### src/rtl/viterbi_link_pkg.sv
// Shared types and constants for the Viterbi link monitor and its reference FIFO.
package viterbi_link_pkg;

  typedef enum logic [1:0] {
    MODE_CLEAN    = 2'd0,
    MODE_PERIODIC = 2'd1,
    MODE_BURST    = 2'd2,
    MODE_RANDOM   = 2'd3
  } mode_e;

  typedef enum logic [1:0] {
    ST_IDLE  = 2'd0,
    ST_RUN   = 2'd1,
    ST_DRAIN = 2'd2,
    ST_DONE  = 2'd3
  } state_e;

  // x^16 + x^14 + x^13 + x^11 + 1, right-shifting form: feedback from bits 0,2,3,5
  localparam logic [15:0] LFSR_TAPS = 16'h002D;

  function automatic logic [15:0] lfsr_step(input logic [15:0] s);
    return {^(s & LFSR_TAPS), s[15:1]};
  endfunction

endpackage

### src/rtl/link_ref_fifo.sv
// Synchronous FIFO holding source bits awaiting comparison; a push and pop in the
// same cycle are both honoured, with the write bypassed straight to the read port when empty.
module link_ref_fifo #(
  parameter int unsigned WIDTH = 1,
  parameter int unsigned DEPTH = 64
) (
  input  logic             clk,
  input  logic             rst,
  input  logic             flush_i,
  input  logic             push_i,
  input  logic             pop_i,
  input  logic [WIDTH-1:0] wdata_i,
  output logic [WIDTH-1:0] rdata_o,
  output logic             full_o,
  output logic             empty_o
);
  localparam int unsigned AW = $clog2(DEPTH);

  logic [WIDTH-1:0] mem_q [DEPTH];
  logic [AW-1:0]    wr_ptr_q, wr_ptr_d, rd_ptr_q, rd_ptr_d;
  logic [AW:0]      count_q, count_d;
  logic             wr_en, rd_en;

  assign full_o  = (count_q == (AW+1)'(DEPTH));
  assign empty_o = (count_q == '0);
  assign rdata_o = empty_o ? wdata_i : mem_q[rd_ptr_q];

  always_comb begin
    wr_en    = push_i && !(empty_o && pop_i) && (!full_o || pop_i);
    rd_en    = pop_i && !empty_o;
    wr_ptr_d = wr_ptr_q;
    rd_ptr_d = rd_ptr_q;
    count_d  = count_q;
    if (wr_en) wr_ptr_d = wr_ptr_q + AW'(1);
    if (rd_en) rd_ptr_d = rd_ptr_q + AW'(1);
    if (wr_en && !rd_en) count_d = count_q + (AW+1)'(1);
    if (rd_en && !wr_en) count_d = count_q - (AW+1)'(1);
  end

  always_ff @(posedge clk) begin
    if (rst || flush_i) begin
      wr_ptr_q <= '0;
      rd_ptr_q <= '0;
      count_q  <= '0;
    end else begin
      wr_ptr_q <= wr_ptr_d;
      rd_ptr_q <= rd_ptr_d;
      count_q  <= count_d;
    end
  end

  always_ff @(posedge clk) begin
    if (wr_en) mem_q[wr_ptr_q] <= wdata_i;
  end

endmodule

### src/rtl/viterbi_link_monitor.sv
// Channel error injector and decoded-bit scoreboard between the convolutional encoder
// and the Viterbi decoder, with per-window word, injected-bit and residual-error counts.
//   state | meaning
//   IDLE  | out of reset, channel forwards symbols untouched
//   RUN   | window open: inject, count beats, push source bits, compare decoded bits
//   DRAIN | window closed: let the decoder empty the reference FIFO (bounded wait)
//   DONE  | statistics frozen until the next start
module viterbi_link_monitor
  import viterbi_link_pkg::*;
#(
  parameter int unsigned N         = 5,
  parameter int unsigned WORDS     = 256,
  parameter int unsigned REF_DEPTH = 64,
  parameter int unsigned CNT_W     = 16,
  parameter logic [15:0] LFSR_SEED = 16'hACE1
) (
  input  logic             clk,
  input  logic             rst,
  input  logic             start_i,
  input  logic [1:0]       mode_i,
  input  logic [1:0]       err_mask_i,
  input  logic [3:0]       burst_len_i,
  input  logic [7:0]       thresh_i,
  input  logic             src_valid_i,
  input  logic             src_bit_i,
  input  logic             enc_valid_i,
  input  logic [1:0]       enc_data_i,
  input  logic             dec_valid_i,
  input  logic             dec_bit_i,
  output logic             ch_valid_o,
  output logic [1:0]       ch_data_o,
  output logic [1:0]       err_inj_o,
  output logic [CNT_W-1:0] word_ct_o,
  output logic [CNT_W-1:0] inj_bit_ct_o,
  output logic [CNT_W-1:0] bit_err_ct_o,
  output logic             busy_o,
  output logic             done_o,
  output logic             ovf_o
);
  localparam int unsigned         DRAIN_W    = $clog2(4 * REF_DEPTH);
  localparam logic [DRAIN_W-1:0] DRAIN_LOAD = DRAIN_W'(4 * REF_DEPTH - 1);

  state_e             state_q, state_d;
  mode_e              mode_q, mode_d;
  logic [1:0]         mask_q, mask_d;
  logic [3:0]         burst_q, burst_d;
  logic [7:0]         thresh_q, thresh_d;
  logic [N-1:0]       pcnt_q, pcnt_d;
  logic [15:0]        lfsr_q, lfsr_d;
  logic [DRAIN_W-1:0] drain_q, drain_d;
  logic [CNT_W-1:0]   word_ct_q, word_ct_d, inj_ct_q, inj_ct_d, err_ct_q, err_ct_d;
  logic               ovf_q, ovf_d;
  logic               ch_valid_q, ch_valid_d;
  logic [1:0]         ch_data_q, ch_data_d, err_inj_q, err_inj_d;

  logic       beat_run, push_en, pop_en, pop_hit;
  logic [1:0] flip;
  logic       fifo_full, fifo_empty, fifo_rdata;

  function automatic logic [CNT_W-1:0] sat_add(input logic [CNT_W-1:0] a, input logic [1:0] b);
    logic [CNT_W:0] s;
    s = {1'b0, a} + {{(CNT_W-1){1'b0}}, b};
    return s[CNT_W] ? '1 : s[CNT_W-1:0];
  endfunction

  link_ref_fifo #(.WIDTH(1), .DEPTH(REF_DEPTH)) u_ref_fifo (
    .clk     (clk),
    .rst     (rst),
    .flush_i (start_i),
    .push_i  (push_en),
    .pop_i   (pop_en),
    .wdata_i (src_bit_i),
    .rdata_o (fifo_rdata),
    .full_o  (fifo_full),
    .empty_o (fifo_empty)
  );

  always_comb begin
    state_d    = state_q;
    mode_d     = mode_q;
    mask_d     = mask_q;
    burst_d    = burst_q;
    thresh_d   = thresh_q;
    pcnt_d     = pcnt_q;
    lfsr_d     = lfsr_q;
    drain_d    = drain_q;
    word_ct_d  = word_ct_q;
    inj_ct_d   = inj_ct_q;
    err_ct_d   = err_ct_q;
    ovf_d      = ovf_q;
    flip       = 2'b00;

    // A start pulse wins over any beat, push or pop presented in the same cycle.
    beat_run = (state_q == ST_RUN) && enc_valid_i && !start_i;
    push_en  = (state_q == ST_RUN) && src_valid_i && !start_i;
    pop_en   = ((state_q == ST_RUN) || (state_q == ST_DRAIN)) && dec_valid_i && !start_i;
    pop_hit  = pop_en && (!fifo_empty || push_en);

    if (beat_run) begin
      unique case (mode_q)
        MODE_CLEAN:    flip = 2'b00;
        MODE_PERIODIC: if (&pcnt_q[N-1:2]) flip = mask_q;
        MODE_BURST:    if (32'(pcnt_q) < 32'(burst_q)) flip = mask_q;
        MODE_RANDOM:   if (lfsr_q[7:0] < thresh_q) flip = mask_q;
      endcase
    end

    ch_valid_d = enc_valid_i;
    ch_data_d  = enc_data_i ^ flip;
    err_inj_d  = flip;

    if (start_i) begin
      state_d   = ST_RUN;
      mode_d    = mode_e'(mode_i);
      mask_d    = err_mask_i;
      burst_d   = burst_len_i;
      thresh_d  = thresh_i;
      pcnt_d    = '0;
      lfsr_d    = LFSR_SEED;
      drain_d   = '0;
      word_ct_d = '0;
      inj_ct_d  = '0;
      err_ct_d  = '0;
      ovf_d     = 1'b0;
    end else begin
      if (beat_run) begin
        pcnt_d    = pcnt_q + N'(1);
        lfsr_d    = lfsr_step(lfsr_q);
        word_ct_d = sat_add(word_ct_q, 2'd1);
        inj_ct_d  = sat_add(inj_ct_q, {1'b0, flip[0]} + {1'b0, flip[1]});
        if (word_ct_q == CNT_W'(WORDS - 1)) begin
          state_d = ST_DRAIN;
          drain_d = DRAIN_LOAD;
        end
      end
      if (push_en && fifo_full && !pop_en) ovf_d = 1'b1;
      if (pop_en && fifo_empty && !push_en) ovf_d = 1'b1;
      if (pop_hit && (fifo_rdata != dec_bit_i)) err_ct_d = sat_add(err_ct_q, 2'd1);
      if (state_q == ST_DRAIN) begin
        if (fifo_empty || (drain_q == '0)) state_d = ST_DONE;
        else drain_d = drain_q - DRAIN_W'(1);
      end
    end
  end

  always_ff @(posedge clk) begin
    if (rst) begin
      state_q    <= ST_IDLE;
      mode_q     <= MODE_CLEAN;
      mask_q     <= '0;
      burst_q    <= '0;
      thresh_q   <= '0;
      pcnt_q     <= '0;
      lfsr_q     <= LFSR_SEED;
      drain_q    <= '0;
      word_ct_q  <= '0;
      inj_ct_q   <= '0;
      err_ct_q   <= '0;
      ovf_q      <= 1'b0;
      ch_valid_q <= 1'b0;
      ch_data_q  <= '0;
      err_inj_q  <= '0;
    end else begin
      state_q    <= state_d;
      mode_q     <= mode_d;
      mask_q     <= mask_d;
      burst_q    <= burst_d;
      thresh_q   <= thresh_d;
      pcnt_q     <= pcnt_d;
      lfsr_q     <= lfsr_d;
      drain_q    <= drain_d;
      word_ct_q  <= word_ct_d;
      inj_ct_q   <= inj_ct_d;
      err_ct_q   <= err_ct_d;
      ovf_q      <= ovf_d;
      ch_valid_q <= ch_valid_d;
      ch_data_q  <= ch_data_d;
      err_inj_q  <= err_inj_d;
    end
  end

  assign ch_valid_o   = ch_valid_q;
  assign ch_data_o    = ch_data_q;
  assign err_inj_o    = err_inj_q;
  assign word_ct_o    = word_ct_q;
  assign inj_bit_ct_o = inj_ct_q;
  assign bit_err_ct_o = err_ct_q;
  assign ovf_o        = ovf_q;
  assign busy_o       = (state_q == ST_RUN) || (state_q == ST_DRAIN);
  assign done_o       = (state_q == ST_DONE);

endmodule

### config.mk
export PLATFORM = sky130hd
export DESIGN_NAME = viterbi_link_monitor
export DESIGN_NICKNAME = d
export VERILOG_FILES = /design/src/rtl/viterbi_link_pkg.sv /design/src/rtl/link_ref_fifo.sv /design/src/rtl/viterbi_link_monitor.sv
export SDC_FILE = /design/constraint.sdc
export NUM_CORES = 1
export LEC_CHECK = 0
export CAP_MARGIN = 10
export CORE_AREA = 2 2 177 179
export CTS_CLUSTER_DIAMETER = 50
export DETAILED_ROUTE_END_ITERATION = 10
export DIE_AREA = 0 0 179 181
export SYNTH_ARGS = -nofsm -noshare
export SYNTH_HDL_FRONTEND = slang
export SYNTH_SLANG_ARGS = --single-unit
### constraint.sdc
create_clock -name clk -period 4.9 [get_ports clk]
set_input_delay 0.49 -clock clk [delete_from_list [all_inputs] [get_ports clk]]
set_output_delay 0.49 -clock clk [all_outputs]
set_load 0.1 [all_outputs]
Word-level counts from Yosys, hierarchy flattened
Memories as Yosys holds them, arrays and structs flattened. A register that Yosys moved wholly into a read port is not among the register bits.
Index checks and enable logic that the tools add are counted.
{"block": "totals", "regBits": 120, "ramBits": 64, "in_bits": 26, "out_inout_bits": 56, "mem_count": 1}
{"name": "u_ref_fifo.mem_q", "depth": 64, "width": 1, "rd": 1, "rd_clocked_by_memory_dff": 1, "write_ports": 1, "line": "link_ref_fifo.sv:19", "rtl": "logic [WIDTH-1:0] mem_q [DEPTH];"}
{"block": "classes", "n_addsub": 10, "n_lt_le_gt_ge": 2, "n_eq_ne": 9, "mux": 26, "bitwise": 1, "n_reduce_logical": 38}
{"operator": "two-way mux 16 bit", "count": 3}
{"operator": "adder 16 x 1 -> 17 bit, second input constant", "count": 2}
{"operator": "two-way mux 8 bit", "count": 4}
{"operator": "adder 16 x 2 -> 17 bit", "count": 1}
{"operator": "logical AND 1 bit", "count": 17}
{"operator": "== test 16 x 8 -> 1 bit, second input constant", "count": 1}
{"operator": "two-way mux 2 bit", "count": 8}
{"operator": "XOR reduction 16 bit", "count": 1}
{"operator": "two-way mux 7 bit", "count": 2}
{"operator": "adder 6 x 1 -> 6 bit, second input constant", "count": 2}
{"operator": "two-way mux 6 bit", "count": 2}
{"operator": "== test 2 bit, second input constant", "count": 4}
{"operator": "zero test 1 bit", "count": 8}
{"operator": "zero test 8 bit", "count": 1}
{"operator": "less-than comparator 8 bit", "count": 1}
{"operator": "case mux 2 bit (4 select lines)", "count": 1}
{"operator": "subtractor 8 x 1 -> 8 bit, second input constant", "count": 1}
{"operator": "adder 7 x 1 -> 7 bit, second input constant", "count": 1}
{"operator": "== test 7 bit, second input constant", "count": 1}
{"operator": "zero test 7 bit", "count": 1}
{"operator": "subtractor 7 x 1 -> 7 bit, second input constant", "count": 1}
{"operator": "two-way mux 1 bit", "count": 6}
{"operator": "adder 5 x 1 -> 5 bit, second input constant", "count": 1}
{"operator": "logical OR 1 bit", "count": 5}
{"operator": "other kinds (9)", "count": 11}

Longest topological paths before layout
Gate-level depths: netlist (run 1).
{"block": "depth", "word_depth": 11, "depth_mapped": 19}

Modules after synthesis
Synthesis (run 1) repeated with hierarchy kept, for this count alone.
{"block": "hier_totals", "hier_cells": 918, "area_unflattened_um2": 8882.3}
{"mod": "viterbi_link_monitor", "instances": 1, "cells_per_inst": 556, "area_per_inst_um2": 4712.0, "seq_area_each_um2": 2021.9}
{"mod": "link_ref_fifo", "instances": 1, "cells_per_inst": 362, "area_per_inst_um2": 4170.2, "seq_area_each_um2": 2422.3}

Worst setup path after synthesis (run 1)
No wires, ideal clock.
{"block": "synth_path", "kind": "register -> register", "startpoint": "register thresh_q[1]", "endpoint": "register inj_ct_q[5] (netlist: inj_bit_ct_o[5])", "setup_time_ns": 0.078, "t_arrival_ns": 3.529, "t_required_ns": 4.822, "slack_ns": 1.293, "path_stages_with_launch": 20, "path_buffers": 0, "period_less_slack_ns": 3.607, "cell_sequence": "dfxtp_1 -> inv_1 -> ha_1 -> a21o_1 -> a21o_1 -> a21o_1 -> a21oi_1 -> o21a_1 -> o31a_1 -> nand2_1 -> fa_1 -> inv_1 -> ha_1 -> nand3_1 -> or3_1 -> nor3_1 -> a21oi_1 -> nor2_1 -> nor2_1 -> nor3_1"}
{"block": "synth_via", "elab_chain_cells": 7}
{"item": "start: declaration", "line": "viterbi_link_monitor.sv:47", "rtl": "logic [7:0] thresh_q, thresh_d;"}
{"item": "start signal: assignment", "line": "viterbi_link_monitor.sv:168", "rtl": "thresh_q <= thresh_d;"}
{"item": "less-than comparator 8 bit", "line": "viterbi_link_monitor.sv:104", "rtl": "MODE_RANDOM: if (lfsr_q[7:0] < thresh_q) flip = mask_q;"}
{"item": "two-way mux 2 bit", "line": "viterbi_link_monitor.sv:104"}
{"item": "case mux 2 bit (4 select lines)", "line": "viterbi_link_monitor.sv:100", "rtl": "unique case (mode_q)"}
{"item": "two-way mux 2 bit", "line": "viterbi_link_monitor.sv:99", "rtl": "if (beat_run) begin"}
{"item": "adder 1 x 1 -> 2 bit", "line": "viterbi_link_monitor.sv:130", "rtl": "inj_ct_d = sat_add(inj_ct_q, {1'b0, flip[0]} + {1'b0, flip[1]});"}
{"item": "adder 16 x 2 -> 17 bit", "line": "viterbi_link_monitor.sv:62", "rtl": "s = {1'b0, a} + {{(CNT_W-1){1'b0}}, b};"}
{"item": "two-way mux 16 bit", "line": "viterbi_link_monitor.sv:63", "rtl": "return s[CNT_W] ? '1 : s[CNT_W-1:0];"}
{"item": "end signal: assignment", "line": "viterbi_link_monitor.sv:173", "rtl": "inj_ct_q <= inj_ct_d;"}
{"item": "end: declaration", "line": "viterbi_link_monitor.sv:51", "rtl": "logic [CNT_W-1:0] word_ct_q, word_ct_d, inj_ct_q, inj_ct_d, err_ct_q, err_ct_d;"}
No other way between the ends.
A chain may end at the register's enable or synchronous reset.

Final worst setup path (run 1)
{"block": "layout_path", "startpoint": "register thresh_q[1]", "endpoint": "register inj_ct_q[15] (netlist: inj_bit_ct_o[15])"}
Same word-level chain as after synthesis.

==> key figures, run 1 <==
Run status
  – Result of the run: completed

Critical path
  – CP Max Fanout: 8
  – Startpoint of the worst register-to-register path: thresh_q[1]
  – Crit path launch type: flop
  – Endpoint of the worst-slack reg-to-reg timing path: inj_bit_ct_o[15]
  – Data required time of the critical path: 5.26 ns
  – CP Capture Type: flop
  – Kind of critical path: reg2reg
  – Timing startpoint of the critical path: thresh_q[1]
  – Setup slack of the most critical reg-to-reg path: between 0.7 and 0.8 ns
  – Arrival @ worst endpoint: ~4.5 ns
  – Depth of the most critical reg-to-reg path: 17

Yosys
  – Per-instance average area after synthesis: about 9.6 sq um
  – Fraction of the yosys area taken by sequential cells: roughly half
  – Number of enable flip-flop cells after synthesis: 64
  – Cells after synthesis: around 940
  – Synth Net Count: 997
  – Number of synthesized register bits: 190
  – Most used flip-flop cell after synthesis: dfxtp_1
  – Ys async rst share: 0%
  – Total of warnings raised by yosys: 0
  – Distinct cell type count of the synthesized netlist: 61
  – Netlist Area Pre-Place: roughly 9000 sq um

Floorplan
  – Die span in x: approximately 180 um
  – Io pins: slightly above 80
  – Rows: 64
  – Initial core utilization: approximately 30%
  – Die span in y: 181 um
  – Die footprint: between 30000 and 40000 sq um
  – Area inside the core boundary: around 30000 sq um

Final layout
  – Diodes inserted: 0
  – Share of final-layout standard cells stronger than drive strength 1: ~6.7%
  – Area of all placed cells without fillers: ~11000 sq um
  – Post-layout nets: around 1100
  – # fillers: 3013
  – Post-layout utilization of the core: 35.6%
  – Post-synthesis to final-layout area growth: 19.8%

Place
  – Port-buffer cells: between 80 and 90
  – Placed wire-length estimate after detailed placement: ~15000 um
  – Placer's final routability congestion estimate: approximately 0.8
  – Placed instance area: 10200 sq um

STA
  – Transition time of the tightest slew-check pin: around 1.0 ns
  – Post-route clock skew: ~0.012 ns
  – Final period util: a little over four fifths
  – Minimum period implied by the final worst setup slack: 4.13 ns
  – Setup repair after global routing missed its margin: false
  – Count of final hold-check violations: 0
  – Endpoints failing setup: 0
  – Setup_tns: 0 ns
  – Relative max-transition margin: 29.9%
  – Maximum operating frequency: 0.242 GHz
  – Final slew viol count: 0
  – Post-Route Hold Slack: 0.456 ns

Drt
  – Wire per inst: between 10 and 15 um
  – Remaining DRCs: 0
  – Number of design-rule violations left by the first detailed-router iteration: 512
  – Detailed-route wire length: ~21000 um
  – Drt via density: between 4 and 5
  – DR pass1 iterations: 5
  – Via count: approximately 6900
  – Residual antenna-violating net count after detailed routing: 0

Worst hold path
  – Cell count of the worst hold path: 2
  – Hold Path End: lfsr_q[14]
  – Hold wc startpoint: lfsr_q[15]
  – Hold crit path type: reg2reg

CTS
  – Clk sink count: 190
  – TritonCTS clock tree: done
  – Hold-fix buffers, CTS: 0
  – Clk slew on worst S/H paths: about 0.080 ns
  – Source-to-sink clock delay at the later pin of the worst-skew pair: about 0.44 ns
  – Clock root buffer: clkbuf_16
  – CTS Buf Count: 17
  – Buffers inserted during post-CTS setup optimization: 0
  – PostCTS Resize Cnt: 0
  – Maximum buffer depth of the clock tree: 2
  – Max H-tree Level: 4

Power
  – Maximum vdd ir drop: approximately 0.24 mV
  – Leakage dissipation: 3.65 nW
  – Power density of the placed cells: 297 nW/um^2

GRT
  – Number of global-route vias before repair: around 6500
  – Antenna violations before repair: 0
  – Total routing resource utilization after global routing: about an eighth
  – Largest net degree at the start of global routing: 66
  – Overall overflow remaining after global route: 0
  – First-pass GRT wire length: 34400 um

Run
  – Number of max-cap violations: 0
## worst max-delay path by stage
stage | to | cells after the start
6_report | inj_bit_ct_o[15] | 17
4_1_cts | inj_bit_ct_o[15] | 17
3_5_place_dp | inj_bit_ct_o[15] | 15
5_1_grt | inj_bit_ct_o[11] | 17
2_1_floorplan | inj_bit_ct_o[5] | 19
3_3_place_gp | inj_bit_ct_o[14] | 15
## cell type report
cell class | instances | area [sq um] | share of cell area, %
Clock buffer | 17 | 425 | 3.94
Inverter | 42 | 158 | 1.46
Multi-Input combinational cell | 662 | 4210 | 39.0
Clock inverter | 15 | 169 | 1.56
Tap cell | 396 | 495 | 4.59
Sequential cell | 190 | 4440 | 41.2
Timing Repair Buffer | 93 | 896 | 8.30
## metrics by stage
| stage | power, W | setup WS [ns] | cells |
|---|---|---|---|
| 5_1_grt | 0.00332 | 0.359 | 1415 |
| 3_5_place_dp | 0.00184 | 0.752 | 1383 |
| 3_3_place_gp | 0.00184 | 0.836 | 1383 |
| 6_report | 0.00320 | 0.771 | 1415 |
| 2_1_floorplan | 0.00178 | 1.29 | 942 |
| 4_1_cts | 0.00324 | 0.780 | 1415 |
## state kept, by name, indices dropped and copies added (netlist names), 2 cells and up, named ones only
register	cells
thresh_q	8
mode_q	2
burst_q	4
ch_data_o	2
bit_err_ct_o	16
word_ct_o	16
state_q	2
mask_q	2
u_ref_fifo.mem_q	64
u_ref_fifo.rd_ptr_q	6
err_inj_o	2
drain_q	8
lfsr_q	16
u_ref_fifo.wr_ptr_q	6
u_ref_fifo.count_q	7
pcnt_q	5
inj_bit_ct_o	16
## logic make-up (layout without fill, tap and decap cells)
kind of cell / after synthesis / in the layout / synth area share, %
AO/OA/AOI/OAI: 150 / 150 / 10.7
buffers and inverters: 90 / 167 / 3.94
multiplexers: 45 / 45 / 7.29
flip-flops: 190 / 190 / 49.3
AND/OR/NAND/NOR: 398 / 398 / 20.7
adder cells (fa/ha/maj): 29 / 29 / 4.19
XOR/XNOR: 40 / 40 / 3.89
## synth_stat cells (all sizes together), types with 8 or more instances
master    n  area, sq um
nor2b    10         62.6
a21o      8         60.1
nand4    13         81.3
a31oi     9         56.3
a21oi    64          320
a211oi   13         97.6
buf      13         66.3
edfxtp   64         1920
inv      41          154
o21ai    21          105
nor3     29          150
and3     11         68.8
or3      11         68.8
nand3    42          210
mux4     14          338
xnor2    18          158
mux2i    27          270
nand2    81          304
ha       27          338
clkbuf   35          131
nor2    154          578
xor2     22          193
dfxtp   126         2520
## critical path: stages (launching register included)
cell     delay, ns
dfxtp_1       0.33
inv_1         0.04
ha_1          0.28
a21o_1        0.16
a21o_1        0.17
a21o_1        0.17
a21oi_1       0.22
o21a_1        0.18
o31a_1        0.20
nand2_1       0.09
fa_1          0.38
inv_1         0.08
ha_1          0.18
nand3_1       0.12
or3_1         0.38
nor3_1        0.52
nand2_1       0.34
a21oi_1       0.21
## power breakdown
| group | switching [W] | leakage (nW) | internal [W] |
|---|---|---|---|
| logic | 0.0000974 | 1.76 | 0.0000566 |
| registers | 0.0000101 | 1.60 | 0.00164 |
| clock network | 0.000670 | 0.295 | 0.000730 |
## layer usage
| layer | vias up | routed length (um) | global-route usage, % |
|---|---|---|---|
| li1 | 3463 | - | - |
| met1 | 3330 | 9690 | 17.7 |
| met2 | 109 | 10100 | 21.4 |
| met3 | 14 | 800 | 2.99 |
| met4 | 0 | 210 | 3.45 |
| met5 | - | 0 | 0 |
## placed cells by master, fill, tap and decap left out, types with 17 or more instances in the layout
master and instances:
nor3_1 28, clkdlybuf4s50_1 80, xnor2_1 18, nor2_1 154, nand3_1 42, clkbuf_16 17
edfxtp_1 64, ha_1 27, a21oi_1 64, dfxtp_1 126, o21ai_0 20, nand2_1 81
xor2_1 22, mux2i_1 27, inv_1 41
Power figures use the tool's default switching activity.
==> run 2, diff against run 1 <==
==> constraint.sdc (replaced) <==
create_clock -name clk -period 4.3 [get_ports clk]
set_input_delay 0.43 -clock clk [delete_from_list [all_inputs] [get_ports clk]]
set_output_delay 0.43 -clock clk [all_outputs]
set_load 0.1 [all_outputs]
==> run 2 against run 1 <==
Clock-buffer cell count stayed put. Utilization is 0.070 points higher. Power increased by 14%.
==> key figures, run 2 (synthesized netlist as in run 1, its figures left out) <==
STA
  – Setup_tns: 0 ns (unchanged)
  – Final slew viol count: 0 (unchanged)
  – Count of final hold-check violations: 0 (unchanged)
  – Transition time of the tightest slew-check pin: 1.06 ns (was 1.05 ns)
  – Minimum period implied by the final worst setup slack: 3.78 ns (was 4.13 ns)
  – Maximum operating frequency: 0.265 GHz (was 0.242 GHz)
  – Setup repair after global routing missed its margin: false (unchanged)
  – Final period util: 87.9% (was 84.3%)
  – Post-route clock skew: 0.0118 ns (was 0.0124 ns)
  – Relative max-transition margin: 28.9% (was 29.9%)
  – Endpoints failing setup: 0 (unchanged)

CTS
  – TritonCTS clock tree: done (unchanged)
  – PostCTS Resize Cnt: 0 (unchanged)
  – Maximum buffer depth of the clock tree: 2 (unchanged)
  – Source-to-sink clock delay at the later pin of the worst-skew pair: 0.44 ns (about the same)
  – Clock root buffer: clkbuf_16 (unchanged)
  – CTS Buf Count: 17 (unchanged)
  – Clk slew on worst S/H paths: 0.08 ns (about the same)
  – Buffers inserted during post-CTS setup optimization: 0 (unchanged)
  – Clk sink count: 190 (unchanged)
  – Hold-fix buffers, CTS: 0 (unchanged)
  – Max H-tree Level: 4 (unchanged)

Floorplan
  – Initial core utilization: 29.7% (unchanged)
  – Die footprint: 32400 sq um (unchanged)
  – Io pins: 82 (unchanged)
  – Rows: 64 (unchanged)
  – Die span in y: 181 um (unchanged)
  – Die span in x: 179 um (unchanged)
  – Area inside the core boundary: 30300 sq um (unchanged)

Drt
  – Detailed-route wire length: 20900 um (was 20800 um)
  – Via count: 6921 (was 6916)
  – DR pass1 iterations: 5 (unchanged)
  – Remaining DRCs: 0 (unchanged)
  – Residual antenna-violating net count after detailed routing: 0 (unchanged)
  – Wire per inst: 14.7 um (about the same)
  – Drt via density: 4.88 (was 4.89)
  – Number of design-rule violations left by the first detailed-router iteration: 454 (was 512)

Place
  – Placer's final routability congestion estimate: 0.789 (about the same)
  – Port-buffer cells: 81 (unchanged)
  – Placed wire-length estimate after detailed placement: 14700 um (was 14600 um)
  – Cell Count Post-Placement: 1387 (was 1383)

Critical path
  – Highest cell delay on the worst timing path: 0.40 ns (was 0.52 ns)
  – CP Capture Type: flop (unchanged)
  – CP Capture Point: u_ref_fifo.count_q[6] (was inj_bit_ct_o[15])
  – CP max-delay cell: fa_1 (was nor3_1)
  – Arrival @ worst endpoint: 4.09 ns (was 4.49 ns)
  – Startpoint of the worst register-to-register path: state_q[0] (was thresh_q[1])
  – Depth of the most critical reg-to-reg path: 17 (unchanged)
  – CP Max Fanout: 7 (was 8)
  – Timing startpoint of the critical path: state_q[0] (was thresh_q[1])
  – Data required time of the critical path: 4.61 ns (was 5.26 ns)
  – Endpoint of the worst-slack reg-to-reg timing path: u_ref_fifo.count_q[6] (was inj_bit_ct_o[15])
  – Setup slack of the most critical reg-to-reg path: 0.52 ns (was 0.77 ns)
  – Kind of critical path: reg2reg (unchanged)
  – Crit path launch type: flop (unchanged)
  – CP cell instances: inv_1, ha_1, nor2_1, nand2_1, or2_2, clkinv_1, ha_1, inv_1, fa_1, nor2b_1, o21ai_0, a21boi_0, o21ai_0, and3_1, nor3_1, xnor2_1, nor2_1 (was inv_1, ha_1, a21o_1, a21o_1, a21o_1, a21oi_1, o21a_1, o31a_1, nand2_1, fa_1, inv_1, ha_1, nand3_1, or3_1, nor3_1, nand2_1, a21oi_1)

Final layout
  – Most used cells in the layout excluding fill and tap cells: 154 x nor2_1, 126 x dfxtp_1, 81 x nand2_1 (unchanged)
  – Post-layout utilization of the core: 35.6% (about the same)
  – Flip-flop count of the largest register after layout: 64 (unchanged)
  – Post-layout nets: 1065 (was 1061)
  – Leading cell type in the layout, fill and taps excluded: nor2_1 (unchanged)
  – Share of final-layout standard cells stronger than drive strength 1: 7.04% (was 6.67%)
  – Diodes inserted: 0 (unchanged)
  – Post-synthesis to final-layout area growth: 20.1% (was 19.8%)
  – # fillers: 3057 (was 3013)
  – Post-route insts no fill: 1419 (was 1415)
  – Register with the most flip-flops: u_ref_fifo.mem_q (unchanged)

GRT
  – Antenna violations before repair: 0 (unchanged)
  – First-pass GRT wire length: 34500 um (was 34400 um)
  – Total routing resource utilization after global routing: 13.3% (was 13.2%)
  – Overall overflow remaining after global route: 0 (unchanged)
  – Largest net degree at the start of global routing: 64 (was 66)
  – Number of global-route vias before repair: 6673 (was 6543)

Run
  – Number of max-cap violations: 0 (unchanged)

Power
  – Leakage dissipation: 3.66 nW (was 3.65 nW)
  – Maximum vdd ir drop: 0.288 mV (was 0.245 mV)
  – Power density of the placed cells: 337 nW/um^2 (was 297 nW/um^2)

Run status
  – Result of the run: completed (unchanged)

Worst hold path
  – Hold crit path type: in2reg (was reg2reg)
[run 2: how the worst min path moves through the flow]
stage | start | to | slack [ns] | cells past startpoint
finish | src_bit_i | u_ref_fifo.mem_q[60] | 0.34 | 1
global placement | lfsr_q[13] | lfsr_q[12] | 0.44 | 2
floorplan | lfsr_q[13] | lfsr_q[12] | 0.43 | 2
global route | src_bit_i | u_ref_fifo.mem_q[60] | 0.34 | 1
detailed placement | lfsr_q[14] | lfsr_q[14] | 0.45 | 2
CTS | src_bit_i | u_ref_fifo.mem_q[60] | 0.33 | 1
[run 2: stage by stage]
step	worst slack, ns	instance area [sq um]	power [W]	hold slack (ns)
after floorplan	0.693	9010	0.00203	0.432
after global placement	0.442	10200	0.00210	0.438
after detailed placement	0.382	10200	0.00210	0.448
after CTS	0.506	10800	0.00368	0.333
after global routing	0.137	10800	0.00377	0.344
final	0.522	10800	0.00365	0.335
[run 2: layout make-up]
| cell class | count | area [sq um] | share of cell area (%) |
|---|---|---|---|
| well taps | 396 | 495 | 4.58 |
| multi-input cells | 662 | 4210 | 38.9 |
| inverters | 42 | 158 | 1.46 |
| repair buffers | 97 | 926 | 8.56 |
| clock buffers | 17 | 425 | 3.93 |
| flip-flops and latches | 190 | 4440 | 41.1 |
| clock inverters | 15 | 160 | 1.48 |
[run 2: critical path, delay by kind of cell, from the launching register on]
kind	cells	cell delay, ns
fa+ha+maj	3	1.02
buf+inv	3	0.34
simple gates	7	1.26
xor+xnor	1	0.14
flops	1	0.39
compound gates	3	0.51
[run 2: where the power goes]
part / total, W / switching [W] / internal [W] / leakage, nW
Sequential: 0.00188 / 0.0000114 / 0.00187 / 1.60
Clock: 0.00159 / 0.000802 / 0.000786 / 0.288
Combinational: 0.000178 / 0.000112 / 0.0000662 / 1.78
Total: 0.00365 / 0.000925 / 0.00272 / 3.66
[run 2: metal layers]
layer  share of wire (%)  up-vias  wire, um  GRT usage, %
met5                   0        -         0             0
met4                 2.5        0       513          5.14
met2                  47      132      9880          21.4
li1                    -     3473         -             -
met3                 4.1       30       856          2.97
met1                  46     3286      9630          17.3
==> run 3, diff against run 2 <==
--- a/config.mk
+++ b/config.mk
@@ -5,7 +5,6 @@
 export SDC_FILE = /design/constraint.sdc
 export NUM_CORES = 1
 export LEC_CHECK = 0
-export CAP_MARGIN = 10
 export CORE_AREA = 2 2 177 179
 export CTS_CLUSTER_DIAMETER = 50
 export DETAILED_ROUTE_END_ITERATION = 10
==> constraint.sdc (replaced) <==
create_clock -name clk -period 4.3 [get_ports clk]
set_input_delay 0.43 -clock clk [delete_from_list [all_inputs] [get_ports clk]]
set_output_delay 0.43 -clock clk [all_outputs]
set_load 0.05 [all_outputs]
==> results of run 3 <==
Same layout as run 2 (identical final DEF). Status: completed.
Among the figures that moved: total power 0.00365 W -> 0.00363 W
